## src/rtl/mem_bus_pkg.sv

```systemverilog
// Shared definitions for the word-copy DMA initiator on the softcore memory bus.
package mem_bus_pkg;

    typedef enum logic [2:0] {
        IDLE      = 3'd0,
        RD_REQ    = 3'd1,
        RD_WAIT   = 3'd2,
        WR_REQ    = 3'd3,
        WR_WAIT   = 3'd4,
        FINISH    = 3'd5
    } dma_state_t;

    localparam logic [3:0]  WMASK_WORD = 4'hF;
    localparam logic [3:0]  WMASK_NONE = 4'h0;
    localparam logic [31:0] WORD_BYTES = 32'd4;

endpackage

```

## src/rtl/mem_bus_dma.sv

```systemverilog
// Word-copy DMA engine: reads word_count words from src_addr and writes them to
// dst_addr through the RAM controller using the core's strobe/busy handshake.
// One word is in flight at a time; addresses ascend and wrap modulo 2^32.
module mem_bus_dma
    import mem_bus_pkg::*;
#(
    parameter int LEN_W   = 16,
    parameter int TIMEOUT = 255
) (
    input  logic             clk,
    input  logic             reset,
    input  logic             start,
    input  logic             abort,
    input  logic [31:0]      src_addr,
    input  logic [31:0]      dst_addr,
    input  logic [LEN_W-1:0] word_count,
    output logic             busy,
    output logic             done,
    output logic             err,
    output logic [LEN_W-1:0] words_done,
    output logic [31:0]      m_addr,
    output logic [31:0]      m_wdata,
    output logic [3:0]       m_wmask,
    output logic             m_rstrb,
    input  logic [31:0]      m_rdata,
    input  logic             m_rbusy,
    input  logic             m_wbusy
);

    // The timer holds the number of busy cycles already spent in the current
    // wait state, so the transaction gives up on the cycle it would reach TIMEOUT.
    localparam logic [15:0] TIMER_LAST = 16'(TIMEOUT - 1);

    dma_state_t       state_q, state_d;
    logic [31:0]      src_q, src_d;
    logic [31:0]      dst_q, dst_d;
    logic [31:0]      data_q, data_d;
    logic [LEN_W-1:0] cnt_q, cnt_d;
    logic [LEN_W-1:0] wdone_q, wdone_d;
    logic [15:0]      timer_q, timer_d;
    logic             err_q, err_d;
    logic             busy_q, busy_d;
    logic             abort_q, abort_d;

    logic [LEN_W-1:0] wdone_inc;
    logic             misaligned;

    assign wdone_inc  = wdone_q + LEN_W'(1);
    assign misaligned = (src_addr[1:0] != 2'b00) || (dst_addr[1:0] != 2'b00);

    assign busy       = busy_q;
    assign err        = err_q;
    assign words_done = wdone_q;

    // Job state, pointers and sticky flags; reset drops any job in progress.
    always_ff @(posedge clk or posedge reset) begin
        if (reset) begin
            state_q <= IDLE;
            src_q   <= '0;
            dst_q   <= '0;
            data_q  <= '0;
            cnt_q   <= '0;
            wdone_q <= '0;
            timer_q <= '0;
            err_q   <= 1'b0;
            busy_q  <= 1'b0;
            abort_q <= 1'b0;
        end else begin
            state_q <= state_d;
            src_q   <= src_d;
            dst_q   <= dst_d;
            data_q  <= data_d;
            cnt_q   <= cnt_d;
            wdone_q <= wdone_d;
            timer_q <= timer_d;
            err_q   <= err_d;
            busy_q  <= busy_d;
            abort_q <= abort_d;
        end
    end

    // Next-state logic and bus drive; strobes exist only in the two request states.
    always_comb begin
        state_d = state_q;
        src_d   = src_q;
        dst_d   = dst_q;
        data_d  = data_q;
        cnt_d   = cnt_q;
        wdone_d = wdone_q;
        timer_d = timer_q;
        err_d   = err_q;
        busy_d  = busy_q;
        abort_d = abort_q;
        m_addr  = '0;
        m_wdata = '0;
        m_wmask = WMASK_NONE;
        m_rstrb = 1'b0;
        done    = 1'b0;

        // An abort is remembered until the word in flight has been written.
        if (abort && (state_q inside {RD_REQ, RD_WAIT, WR_REQ, WR_WAIT})) begin
            abort_d = 1'b1;
        end

        case (state_q)
            IDLE: begin
                if (start) begin
                    wdone_d = '0;
                    abort_d = 1'b0;
                    if (misaligned) begin
                        err_d   = 1'b1;
                        state_d = FINISH;
                    end else if (word_count == '0) begin
                        err_d   = 1'b0;
                        state_d = FINISH;
                    end else begin
                        src_d   = src_addr;
                        dst_d   = dst_addr;
                        cnt_d   = word_count;
                        err_d   = 1'b0;
                        busy_d  = 1'b1;
                        state_d = RD_REQ;
                    end
                end
            end
            RD_REQ: begin
                m_addr  = src_q;
                m_rstrb = 1'b1;
                timer_d = '0;
                state_d = RD_WAIT;
            end
            RD_WAIT: begin
                m_addr = src_q;
                if (!m_rbusy) begin
                    data_d  = m_rdata;
                    state_d = WR_REQ;
                end else if (timer_q == TIMER_LAST) begin
                    err_d   = 1'b1;
                    state_d = FINISH;
                end else begin
                    timer_d = timer_q + 16'd1;
                end
            end
            WR_REQ: begin
                m_addr  = dst_q;
                m_wdata = data_q;
                m_wmask = WMASK_WORD;
                timer_d = '0;
                state_d = WR_WAIT;
            end
            WR_WAIT: begin
                m_addr  = dst_q;
                m_wdata = data_q;
                if (!m_wbusy) begin
                    wdone_d = wdone_inc;
                    src_d   = src_q + WORD_BYTES;
                    dst_d   = dst_q + WORD_BYTES;
                    if ((wdone_inc == cnt_q) || abort_q || abort) begin
                        state_d = FINISH;
                    end else begin
                        state_d = RD_REQ;
                    end
                end else if (timer_q == TIMER_LAST) begin
                    err_d   = 1'b1;
                    state_d = FINISH;
                end else begin
                    timer_d = timer_q + 16'd1;
                end
            end
            FINISH: begin
                done    = 1'b1;
                busy_d  = 1'b0;
                abort_d = 1'b0;
                state_d = IDLE;
            end
            default: begin
                state_d = IDLE;
            end
        endcase
    end

endmodule

```

## config.mk

```make
export PLATFORM = sky130hd
export DESIGN_NAME = mem_bus_dma
export DESIGN_NICKNAME = d
export VERILOG_FILES = /design/src/rtl/mem_bus_pkg.sv /design/src/rtl/mem_bus_dma.sv
export SDC_FILE = /design/constraint.sdc
export NUM_CORES = 1
export LEC_CHECK = 0
export CAP_MARGIN = 25
export CORE_MARGIN = 10
export CORE_UTILIZATION = 55
export DETAILED_ROUTE_END_ITERATION = 7
export PLACE_DENSITY = 0.93
export SLEW_MARGIN = 20
export SYNTH_ARGS = -nofsm -noshare
export SYNTH_HDL_FRONTEND = slang
export SYNTH_SLANG_ARGS = --single-unit
```

## constraint.sdc

```tcl
create_clock -name clk -period 7.4 [get_ports clk]
set_input_delay 1.48 -clock clk [delete_from_list [all_inputs] [get_ports clk]]
set_output_delay 1.48 -clock clk [all_outputs]
set_load 0.005 [all_outputs]
```

# ---- Yosys cells after proc, flatten, opt, wreduce, memory -nomap -nowiden
# Index checks and enable logic that the tools add are counted.
dict set report word_totals {
  ff_bits 150
  wordCells 96
  output_inout_bits 88
  inputBits 118
}
dict set report classes {
  n_addsub 4
  bitwise_logic 3
  mux 43
  eq_ne 13
  n_reduce_logical 23
}
# op count
set ops {}
lappend ops {{two-way mux 32 bit} 9}
lappend ops {{one-hot mux 32 bit (2 select lines)} 3}
lappend ops {{two-way mux 16 bit} 5}
lappend ops {{adder 32 x 3 -> 32 bit, second input constant} 2}
lappend ops {{one-hot mux 16 bit (3 select lines)} 1}
lappend ops {{adder 16 x 1 -> 16 bit, second input constant} 2}
lappend ops {{one-hot mux 16 bit (2 select lines)} 1}
lappend ops {{two-way mux 3 bit} 7}
lappend ops {{== test 16 bit} 1}
lappend ops {{== test 16 x 8 -> 1 bit, second input constant} 1}
lappend ops {{zero test 16 bit} 1}
lappend ops {{one-hot mux 3 bit (5 select lines)} 1}
lappend ops {{two-way mux 1 bit} 12}
lappend ops {{inequality test 2 bit, second input constant} 6}
lappend ops {{AND reduction 4 bit} 3}
lappend ops {{nonzero test 2 bit} 4}
lappend ops {{== test 3 x 2 -> 1 bit, second input constant} 2}
lappend ops {{== test 3 bit, second input constant} 2}
lappend ops {{AND reduction 3 bit} 2}
lappend ops {{nonzero test 3 bit} 2}
lappend ops {{OR reduction 2 bit} 3}
lappend ops {{AND reduction 5 bit} 1}
lappend ops {{two-way mux 4 bit} 1}
lappend ops {{one-hot mux 1 bit (2 select lines)} 2}
lappend ops {{other kinds (8)} 12}

# ---- Logic depth before layout (Yosys ltp)
dict set report depth {
  depth_word 7
  ltp_mapped 9
}

# ---- Worst setup path after synthesis
# Ideal clock, no wire load.
dict set report synth_path {
  kind {register to output}
  startpoint {register state_q[1]}
  endpoint {output port m_addr[0]}
  t_required_ns 5.920
  path_buffers 2
  path_stages_with_launch 7
  setup_slack_ns 4.271
  arrival_time_ns 1.649
  cell_sequence {dfrtp_1 buf_2 nor2_2 nand2_1 o21ai_1 clkbuf_1 a22o_1}
}
dict set report synth_via {
  elab_chain_len 3
  word_cells_on_any_way 7
  cone_classes {4 x eq/ne; 1 x mux; 2 x reduce/logical}
}
# item line_no
set synth_rtl {}
lappend synth_rtl {{start: declaration} mem_bus_dma.sv:34} ;# dma_state_t state_q, state_d;
lappend synth_rtl {{start signal: assignment} mem_bus_dma.sv:69} ;# state_q <= state_d;
lappend synth_rtl {{== test 3 x 2 -> 1 bit, or another cell as far along} mem_bus_dma.sv:105} ;# case (state_q)
lappend synth_rtl {{OR reduction 2 bit (no line)} n/a}
lappend synth_rtl {{one-hot mux 32 bit (2 select lines) *} mem_bus_dma.sv:105}
lappend synth_rtl {{end: declaration} mem_bus_dma.sv:21} ;# output logic [31:0] m_addr,
# Every way passes the cells marked *; elsewhere a longest branch is shown, timed or not.

# ---- Final worst setup path
dict set report layout_path {
  startpoint {register state_q[1]}
  endpoint {output port m_addr[24]}
}
# The elaborated chain is that of the path after synthesis.

==> results.md <==
- Die width: 146 um
- Clock transition at the registers of the reported paths: 0.06 ns
- Post-Syn Instances: 966
- Maxcap violations: 0
- Critical path arrival: 3.15 ns
- Int Power: 0.00266 W
- Initial antenna violation count: 0
- First-pass GRT wire length: 44500 um
- Post-synth top cells: 150 x dfrtp_1, 106 x a21oi_1, 80 x nand2_1
- Beginning of the worst hold path: dst_q[0]$_DFFE_PP0P_
- Die area: 21300 um2
- Ys Warns: 0
- Worst IR Drop VDD: 0.000287 V
- Register share of total power: 34.2%
- Sw power: 0.00177 W
- Area contributors post-synth: dfrtp_1 43%, mux2_2 6.2%, a21oi_1 6.1%
- Vias/cell: 6.32
- Global Route Usage Sum: 25.2%
- DRT Pass-1 Iters: 6
- Mean Syn Cell Area: 9.01 um2
- Mapped cell area: 8700 um2
- Detailed placement HPWL: 19100 um
- Worst Max-Slew Pin Slew: 0.777 ns
- Detailed-route DRC error count: 0
- Vias: 8583
- Fmax: 216 MHz
- Hold buffers post-CTS: 0
- CTS H-tree lvls: 4
- Kind of critical path: reg -> out
- Setup TNS: 0 ns
- Hold path endpoint: dst_q[0]$_DFFE_PP0P_
- Final slew viol count: 0
- Filler cells: 1027
- Required time worst endpoint: 5.92 ns
- Leakage: 4.55 nW
- CTS tree: built
- Outcome: finished clean
- Detail Route Antenna Nets: 0
- Worst Reg-to-Reg Cells: 7
- PortBufs: 205
- Initial Util: 56.6%
- Seq cells post-synth: 150
- Fin crit period: 4.63 ns
- Post-synth EDFFs: 0
- Setup bufs post-CTS: 0
- R2r setup slk: 3.97 ns
- Period utilization: 62.6%
- PD cells: 387 nW/um2
- Vias in the first global route: 8392
- Mean routed wirelength per cell: 20.4 um
- Fraction of layout cells with a size suffix above 1: 10.4%
- Power share of the clock group: 19.5%
- Worst reg2reg endpoint: src_q[21]$_DFFE_PP0P_
- DRT iter0 DRCs: 1102
- Die H: 146 um
- Clock latency at the later pin of the worst-skew pair: 0.44 ns
- Antenna Cells: 0
- Largest net degree at the start of global routing: 119
- Hold Path Class: reg -> reg
- Post-Syn Nets: 1089
- Slew headroom: 48.0%
- Setup Skew: 0.0106 ns
- RSZ-0062 raised after global routing: no
- Hold Vio Cnt, Final: 0
- Grt ovf: 0
- Sequential fraction of the synthesis area: 43.1%
- Clock root buffer: clkbuf_16
- Endpoints failing setup: 0
- Top_reg_cell synth: dfrtp_1
- Post-cts resize count: 0
- Area Overhead vs Synth: 31.6%
- Clock tree sinks: 150
- Rows: 45
- Top-area cell type share of the netlist area: 43.1%
- CTS Buf Count: 17
- IO Pins: 206
- Yosys top cell by area: dfrtp_1
- CP startpoint kind: register
- Longest Clk Path Bufs: 2
- Hold depth: 1
- RePlAce Congestion: 0.883
- Top-count cell post-synth: dfrtp_1
- Number of nets in the layout: 1258
- Worst Path Max Fanout: 64
- Sw Share: 39.9%
- Launch point of the worst reg-to-reg path: state_q[2]$_DFFE_PP0N_
- Combinational share of power: 46.2%
- Post-synth cell types: 71
- FFs w/ async S/R, synth: 100%
- Setup crit end kind: primary output
- Core area: 15400 um2
- Layout Utilization: 74.5%
- WL final: 27700 um
-- flip-flops by register name, indices dropped and copies added (netlist names), 3 cells and up --
signal and flops:
dst_q 32, src_q 32, words_done 16, cnt_q 16, timer_q 16, state_q 3, data_q 32
-- placed cells by master, fill, tap and decap left out, drive strengths merged, types with 33 or more instances in the layout --
cell type,instances
clkdlybuf4s50,205
dfrtp,150
a21oi,107
nand2,81
o21ai,78
nor2,73
mux2,48
and2,43
nand3,43
a22o,33
-- power groups by stage --
| stage | combinational (W) | sequential [W] | clock, W |
|---|---|---|---|
| 6_report | 0.00205 | 0.00152 | 0.000866 |
| 5_1_grt | 0.00224 | 0.00156 | 0.000908 |
| 4_1_cts | 0.00203 | 0.00150 | 0.000874 |
| 3_5_place_dp | 0.00201 | 0.00151 | 0 |
| 3_3_place_gp | 0.00194 | 0.00149 | 0 |
| 2_1_floorplan | 0.00128 | 0.00135 | 0 |
-- layout make-up --
class / count / area [um2] / area share (%)
inverter: 15 / 61.3 / 0.535
tap: 211 / 264 / 2.30
multi-input combinational: 734 / 4610 / 40.3
sequential: 150 / 3750 / 32.8
timing repair buffer: 217 / 2180 / 19.0
clock inverter: 15 / 159 / 1.39
clock buffer: 17 / 425 / 3.71
-- through the flow --
step	worst slack, ns	hold slack, ns	instance area [um2]	power, W	cells
after floorplan	1.88	0.454	8700	0.00263	966
after global placement	2.72	0.471	10800	0.00342	1324
after detailed placement	2.58	0.478	10800	0.00352	1325
final	2.77	0.494	11500	0.00443	1359
after CTS	2.82	0.494	11400	0.00441	1357
after global routing	2.62	0.515	11500	0.00471	1359
-- kinds of logic (layout without fill, tap and decap cells) --
logic type      Yosys count  in the layout  share of synthesized area [%]
fa+ha+maj                 5              5                          0.719
buf+inv                  82            264                           4.26
mux                      49             49                           6.33
xor+xnor                 28             28                           2.82
flops                   150            150                           43.1
simple gates            347            347                           21.0
compound gates          305            305                           21.8
-- worst max-delay path by stage --
stage / startpoint / endpoint
2_1_floorplan: reset / abort_q$_DFF_PP0_
3_3_place_gp: src_addr[1] / dst_q[23]$_DFFE_PP0P_
3_5_place_dp: src_addr[1] / dst_q[23]$_DFFE_PP0P_
6_report: state_q[1]$_DFFE_PP0N_ / m_addr[24]
4_1_cts: state_q[1]$_DFFE_PP0N_ / m_addr[24]
5_1_grt: state_q[1]$_DFFE_PP0N_ / m_addr[24]
-- worst max-delay path, cell delays in order, from the launching register on --
cell and delay [ns]:
dfrtp_1 0.75, nand2_1 0.35, o21ai_4 0.20, buf_4 0.52, a22o_1 0.31, clkdlybuf4s50_1 0.53
-- per-layer routing --
layer  wire, um  track usage, %  share of wire, %
met5          0               0                 0
met4        916            9.96               3.3
met3       3150            9.03                11
met2      13400            40.4                48
met1      10200            30.2                37
(Power assumes the default switching activity.)
